**src/rtl/tlb_op_ctrl.sv**
```systemverilog
// -----------------------------------------------------------------------------
// tlb_op_ctrl
//   Sequencer for the TLB management instructions (TLBSRCH / TLBRD / TLBWR /
//   TLBFILL). Commit hands over one op at a time. The controller runs a single
//   variable-latency access on the TLB array, then strobes the CSR updates
//   (TLBELO0/1, TLBEHI, TLBIDX) during one COMMIT cycle and returns to IDLE.
//   Only one op is ever in flight; commit stalls while op_ready is low.
//
// Ports
//   clk, rst_n          clock, asynchronous active-low reset
//   op_valid/op_ready   op handshake; accepted when both are high
//   op_code             0 SRCH, 1 RD, 2 WR, 3 FILL, 4-7 illegal
//   csr_idx             TLBIDX.Index, sampled at accept
//   tlb_req             array access request, held until tlb_ack
//   tlb_we / tlb_srch   access kind (write for WR/FILL, search for SRCH)
//   tlb_idx             entry index for RD/WR/FILL
//   tlb_ack             array done; result inputs valid in this cycle only
//   tlb_hit/_hit_idx    search result
//   tlb_rd_e            E bit of the entry read
//   TLBRD_en            load TLBELO0/1, TLBEHI, ASID, PS from array read data
//   rd_clear            clear TLBELO0/1, TLBEHI, ASID, PS
//   idx_index_we/wdata  TLBIDX.Index write strobe and value
//   idx_ne_we/idx_ne    TLBIDX.NE write strobe and value
//   done                one-cycle completion pulse
// -----------------------------------------------------------------------------
module tlb_op_ctrl #(
    parameter int TLB_ENTRIES = 16,
    parameter int IDX_W       = 4
) (
    input  logic             clk,
    input  logic             rst_n,
    input  logic             op_valid,
    output logic             op_ready,
    input  logic [2:0]       op_code,
    input  logic [IDX_W-1:0] csr_idx,
    output logic             tlb_req,
    output logic             tlb_we,
    output logic             tlb_srch,
    output logic [IDX_W-1:0] tlb_idx,
    input  logic             tlb_ack,
    input  logic             tlb_hit,
    input  logic [IDX_W-1:0] tlb_hit_idx,
    input  logic             tlb_rd_e,
    output logic             TLBRD_en,
    output logic             rd_clear,
    output logic             idx_index_we,
    output logic [IDX_W-1:0] idx_wdata,
    output logic             idx_ne_we,
    output logic             idx_ne,
    output logic             done
);

    typedef enum logic [1:0] {
        ST_IDLE   = 2'd0,
        ST_ACCESS = 2'd1,
        ST_COMMIT = 2'd2
    } state_e;

    localparam logic [2:0] OP_SRCH = 3'd0;
    localparam logic [2:0] OP_RD   = 3'd1;
    localparam logic [2:0] OP_WR   = 3'd2;
    localparam logic [2:0] OP_FILL = 3'd3;

    localparam logic [IDX_W-1:0] FILL_LAST   = IDX_W'(TLB_ENTRIES - 1);
    localparam logic [IDX_W:0]   ENTRIES_EXT = (IDX_W + 1)'(TLB_ENTRIES);

    state_e             state_q,        state_d;
    logic [2:0]         op_q,           op_d;
    logic               skip_q,         skip_d;
    logic [IDX_W-1:0]   fill_cnt_q,     fill_cnt_d;
    logic               tlb_req_q,      tlb_req_d;
    logic               tlb_we_q,       tlb_we_d;
    logic               tlb_srch_q,     tlb_srch_d;
    logic [IDX_W-1:0]   tlb_idx_q,      tlb_idx_d;
    logic               rd_en_q,        rd_en_d;
    logic               rd_clear_q,     rd_clear_d;
    logic               index_we_q,     index_we_d;
    logic [IDX_W-1:0]   wdata_q,        wdata_d;
    logic               ne_we_q,        ne_we_d;
    logic               ne_q,           ne_d;
    logic               done_q,         done_d;

    logic               rd_idx_bad;
    logic               access_end;
    logic               res_hit;
    logic               res_e;

    // An RD whose index points past the array has nothing to read; it is
    // handled like a read of an entry with E=0.
    assign rd_idx_bad = ({1'b0, csr_idx} >= ENTRIES_EXT);

    // A skipped op (illegal code or out-of-range RD) spends its ACCESS cycle
    // with tlb_req low and finishes unconditionally, so every op has the same
    // two-cycle minimum from accept to done. Array results are ignored then.
    assign access_end = skip_q | tlb_ack;
    assign res_hit    = tlb_hit  & ~skip_q;
    assign res_e      = tlb_rd_e & ~skip_q;

    always_comb begin
        state_d    = state_q;
        op_d       = op_q;
        skip_d     = skip_q;
        tlb_req_d  = tlb_req_q;
        tlb_we_d   = tlb_we_q;
        tlb_srch_d = tlb_srch_q;
        tlb_idx_d  = tlb_idx_q;
        // CSR strobes and done are single-cycle: default low every cycle.
        rd_en_d    = 1'b0;
        rd_clear_d = 1'b0;
        index_we_d = 1'b0;
        wdata_d    = '0;
        ne_we_d    = 1'b0;
        ne_d       = 1'b0;
        done_d     = 1'b0;

        // Free-running allocation counter for TLBFILL.
        fill_cnt_d = (fill_cnt_q == FILL_LAST) ? '0 : fill_cnt_q + 1'b1;

        unique case (state_q)
            ST_IDLE: begin
                if (op_valid) begin
                    state_d = ST_ACCESS;
                    op_d    = op_code;
                    skip_d  = 1'b0;
                    case (op_code)
                        OP_SRCH: begin
                            tlb_req_d  = 1'b1;
                            tlb_srch_d = 1'b1;
                            tlb_idx_d  = '0;
                        end
                        OP_RD: begin
                            tlb_req_d = ~rd_idx_bad;
                            skip_d    = rd_idx_bad;
                            tlb_idx_d = rd_idx_bad ? '0 : csr_idx;
                        end
                        OP_WR: begin
                            tlb_req_d = 1'b1;
                            tlb_we_d  = 1'b1;
                            tlb_idx_d = csr_idx;
                        end
                        OP_FILL: begin
                            tlb_req_d = 1'b1;
                            tlb_we_d  = 1'b1;
                            tlb_idx_d = fill_cnt_q;
                        end
                        default: begin
                            skip_d = 1'b1;
                        end
                    endcase
                end
            end

            ST_ACCESS: begin
                if (access_end) begin
                    state_d    = ST_COMMIT;
                    skip_d     = 1'b0;
                    tlb_req_d  = 1'b0;
                    tlb_we_d   = 1'b0;
                    tlb_srch_d = 1'b0;
                    tlb_idx_d  = '0;
                    done_d     = 1'b1;
                    case (op_q)
                        OP_SRCH: begin
                            ne_we_d = 1'b1;
                            if (res_hit) begin
                                index_we_d = 1'b1;
                                wdata_d    = tlb_hit_idx;
                                ne_d       = 1'b0;
                            end else begin
                                ne_d = 1'b1;
                            end
                        end
                        OP_RD: begin
                            ne_we_d = 1'b1;
                            if (res_e) begin
                                rd_en_d = 1'b1;
                                ne_d    = 1'b0;
                            end else begin
                                rd_clear_d = 1'b1;
                                ne_d       = 1'b1;
                            end
                        end
                        default: begin
                        end
                    endcase
                end
            end

            ST_COMMIT: begin
                state_d = ST_IDLE;
            end

            default: begin
                state_d = ST_IDLE;
            end
        endcase
    end

    always_ff @(posedge clk or negedge rst_n) begin
        if (!rst_n) begin
            state_q    <= ST_IDLE;
            op_q       <= '0;
            skip_q     <= 1'b0;
            fill_cnt_q <= '0;
            tlb_req_q  <= 1'b0;
            tlb_we_q   <= 1'b0;
            tlb_srch_q <= 1'b0;
            tlb_idx_q  <= '0;
            rd_en_q    <= 1'b0;
            rd_clear_q <= 1'b0;
            index_we_q <= 1'b0;
            wdata_q    <= '0;
            ne_we_q    <= 1'b0;
            ne_q       <= 1'b0;
            done_q     <= 1'b0;
        end else begin
            state_q    <= state_d;
            op_q       <= op_d;
            skip_q     <= skip_d;
            fill_cnt_q <= fill_cnt_d;
            tlb_req_q  <= tlb_req_d;
            tlb_we_q   <= tlb_we_d;
            tlb_srch_q <= tlb_srch_d;
            tlb_idx_q  <= tlb_idx_d;
            rd_en_q    <= rd_en_d;
            rd_clear_q <= rd_clear_d;
            index_we_q <= index_we_d;
            wdata_q    <= wdata_d;
            ne_we_q    <= ne_we_d;
            ne_q       <= ne_d;
            done_q     <= done_d;
        end
    end

    assign op_ready     = (state_q == ST_IDLE);
    assign tlb_req      = tlb_req_q;
    assign tlb_we       = tlb_we_q;
    assign tlb_srch     = tlb_srch_q;
    assign tlb_idx      = tlb_idx_q;
    assign TLBRD_en     = rd_en_q;
    assign rd_clear     = rd_clear_q;
    assign idx_index_we = index_we_q;
    assign idx_wdata    = wdata_q;
    assign idx_ne_we    = ne_we_q;
    assign idx_ne       = ne_q;
    assign done         = done_q;

endmodule
```
**config.mk**
```make
export PLATFORM = sky130hd
export DESIGN_NAME = tlb_op_ctrl
export DESIGN_NICKNAME = d
export VERILOG_FILES = /design/src/rtl/tlb_op_ctrl.sv
export SDC_FILE = /design/constraint.sdc
export NUM_CORES = 1
export LEC_CHECK = 0
export CORE_MARGIN = 2
export CORE_UTILIZATION = 47
export CTS_BUF_LIST = sky130_fd_sc_hd__clkbuf_2 sky130_fd_sc_hd__clkbuf_4 sky130_fd_sc_hd__clkbuf_8
export DETAILED_ROUTE_END_ITERATION = 8
export MAX_ROUTING_LAYER = met4
export PLACE_DENSITY_LB_ADDON = 0.05
export SYNTH_ARGS = -nofsm -noshare
export SYNTH_HDL_FRONTEND = slang
export SYNTH_SLANG_ARGS = --single-unit
```
**constraint.sdc**
```tcl
create_clock -name clk -period 2.12 [get_ports clk]
set_clock_uncertainty 0.15 [all_clocks]
set_input_delay 0.424 -clock clk [delete_from_list [all_inputs] [get_ports clk]]
set_output_delay 0.424 -clock clk [all_outputs]
set_load 0.05 [all_outputs]
```
==> impl_metrics.tcl <==
set metrics [dict create \
    run_status "completed" \
    detailedRoute.firstPassIterationCount 4 \
    cts-root-buf "sky130_fd_sc_hd__clkbuf_4" \
    grt_pass1_vias 838 \
    cts-resized-gates 0 \
    synth_top_area_cell "sky130_fd_sc_hd__dfrtp_1" \
    clk_path_buf_depth 2 \
    layout_min_cycle_time_ns 2.05 \
    number_of_buffers_and_inverters_on_the_critical_path 1 \
    grt_use_total 0.189 \
    clock_insertion_delay_at_the_later_pin_of_the_skew_report_ns 0.33 \
    netlist_instances 94 \
    worstPathCellList "clkdlybuf4s50_1" \
    ir_drop_mv 0.934 \
    cp-start-kind "flop" \
    grt_pass1_wl_um 3650 \
    maximum_number_of_pins_on_one_net_before_global_route_repair 28 \
    max_slew.worst_pin.slew_ns 0.512 \
    core_area_um2 2230 \
    antenna_found_initial 0 \
    setup_viol_count_final 0 \
    drt-initial-drc-count 7 \
    timing.slew.headroom 0.658 \
    cp.required_ns 1.55 \
    slew_viol_final 0 \
    synth_cell_type_count 28 \
    floorplan.die.height_um 52.9 \
    slowest_delay_ns 0.79 \
    synth_area_um2 1120 \
    synth.area.top_cells "sky130_fd_sc_hd__dfrtp_1 (60%), sky130_fd_sc_hd__mux2_2 (7.0%), sky130_fd_sc_hd__o21ai_0 (3.6%)" \
    die_width_um 52.9 \
    clk_transition_reported_paths_ns 0.15 \
    grt_overflow 0 \
    detailroute.via_count 881 \
    maxCapViolCount 0 \
    clock_sinks 27 \
    post_cts_hold_buffer_count 0 \
    ys_warn_count 0 \
    power_per_cell_area_nw_per_um2 1180 \
    synthesis_to_layout_area_growth_pct 41.3 \
    start_util 0.504 \
    synth_area_per_cell_um2 12.0 \
    numCtsBuffers 3 \
    post-route-util 0.711 \
    critical_path_peak_fanout 1 \
    drt_wl_total_um 2240 \
    layout_worst_path_cycle_share 0.966 \
    gp_congestion 0.773 \
    area_of_the_die_um2 2800 \
    hp-class "input port to async pin" \
    setup.worst_path.end_class "output pin" \
    worst_path_class_setup "flop to output pin" \
    num-nets-final 156 \
    number_of_flip_flops_and_latches_in_the_synthesized_netlist 27 \
    routed_via_density 5.34 \
    cts_tree "yes" \
    final_antenna_net_count 0 \
    synth_sequential_area_ratio 0.601 \
    io_buffers 34 \
    layout_commonest_cell "sky130_fd_sc_hd__dfrtp_1" \
    netlist.area_leader.share 0.601 \
    drive_gt1_frac 0.168 \
    postCtsSetupRepairBufs 0 \
    floorplan.rows 17 \
    mappedNetlistNets 112 \
    finalInstanceArea_um2 1590 \
    dp_area_um2 1540 \
    setup_repair_after_global_routing_missed_its_margin "false" \
    finalHoldViolCount 0 \
    layout.cells.most_common_list "sky130_fd_sc_hd__dfrtp_1 (27), sky130_fd_sc_hd__clkdlybuf4s50_1 (26), sky130_fd_sc_hd__nor2_1 (9), sky130_fd_sc_hd__buf_4 (9), sky130_fd_sc_hd__o21ai_0 (8)" \
    fmaxAchievable_mhz 489 \
    routedWlPerCell_um 13.6 \
    ioPinCount 35 \
    static-leakage-power_uw 0.000803 \
    critical_path_arrival_ns 1.47 \
    post_route_drc 0 \
    sum_of_net_half_perimeters_after_detailed_placement_um 1630 \
    critPathTopFamily "buffers and inverters" \
    antenna-diode-count 0 \
    critical_path.slowest_cell "sky130_fd_sc_hd__clkdlybuf4s50_1" \
    htree_num_levels 1 \
]
-- through the flow --
stage               power [uW]  setup WS, ns  TNS [ns]  hold WS [ns]  std cells
finish                    1870        0.0731         0         0.296        165
floorplan                 1350         0.202         0       -0.0216         94
global route              1980       0.00598         0         0.322        165
CTS                       1890        0.0166         0         0.300        165
detailed placement        1670      -0.00235  -0.00262         0.345        161
global placement          1650        0.0401         0         0.329        161
-- worst paths after layout --
path,startpoint,end,slack [ns],cells after the start
setup reg to reg,state_q[1],tlb_idx[2],0.36,3
min in group clk,op_q[2],idx_ne_we,0.37,1
setup / recovery,TLBRD_en,TLBRD_en,0.07,1
max in group asynchronous,rst_n,state_q[0],1.27,2
hold / removal,rst_n,idx_wdata[3],0.30,2
hold reg to reg,op_q[2],idx_ne_we,0.37,1
-- where the power goes --
part / leakage, uW / switching [uW] / internal (uW)
sequential: 0.000352 / 113 / 652
clock: 0.0000177 / 154 / 70.9
combinational: 0.000433 / 549 / 332
total: 0.000803 / 816 / 1050
-- Yosys cell counts (all sizes together) --
master	count
dfrtp	27
nor2	9
o21ai	8
a21oi	7
mux2	7
a221oi	4
and2	4
nand2	4
buf	2
inv	2
mux2i	2
nand2b	2
a2bb2oi	1
a31oi	1
and2b	1
and3	1
and4b	1
and4bb	1
clkbuf	1
ha	1
nand3	1
nor3b	1
nor4	1
nor4b	1
o21a	1
or3	1
or4b	1
xor2	1
-- layout make-up --
| type | instances | area [um2] |
|---|---|---|
| multi-input cells | 62 | 428 |
| clock buffers | 3 | 22.5 |
| fillers | 160 | 644 |
| repair buffers | 42 | 415 |
| clock inverters | 1 | 5.00 |
| inverters | 2 | 7.51 |
| well taps | 28 | 35.0 |
| flip-flops and latches | 27 | 676 |
-- routing by layer --
layer / part of all wire / routed length [um] / track usage / vias up
met1: 0.47 / 1040 / 0.234 / 427
met3: 0.056 / 125 / 0.0339 / 4
met5: 0 / 0 / - / -
met4: 0.017 / 37 / 0.0897 / 0
li1: - / - / - / 423
met2: 0.46 / 1030 / 0.300 / 27
-- state kept, by name (all words and copies together) (netlist names) --
| register | cells |
|---|---|
| TLBRD_en | 1 |
| done | 1 |
| fill_cnt_q | 4 |
| idx_index_we | 1 |
| idx_ne | 1 |
| idx_ne_we | 1 |
| idx_wdata | 4 |
| op_q | 3 |
| rd_clear | 1 |
| skip_q | 1 |
| state_q | 2 |
| tlb_idx | 4 |
| tlb_req | 1 |
| tlb_srch | 1 |
| tlb_we | 1 |
-- kinds of logic after synthesis --
group,synth area share
flip-flops,0.601
buffers and inverters,0.0189
XOR/XNOR,0.00779
adder cells (fa/ha/maj),0.0111
multiplexers,0.0879
AO/OA/AOI/OAI,0.118
AND/OR/NAND/NOR,0.156
No activity file was read; power rests on OpenSTA's default activity.
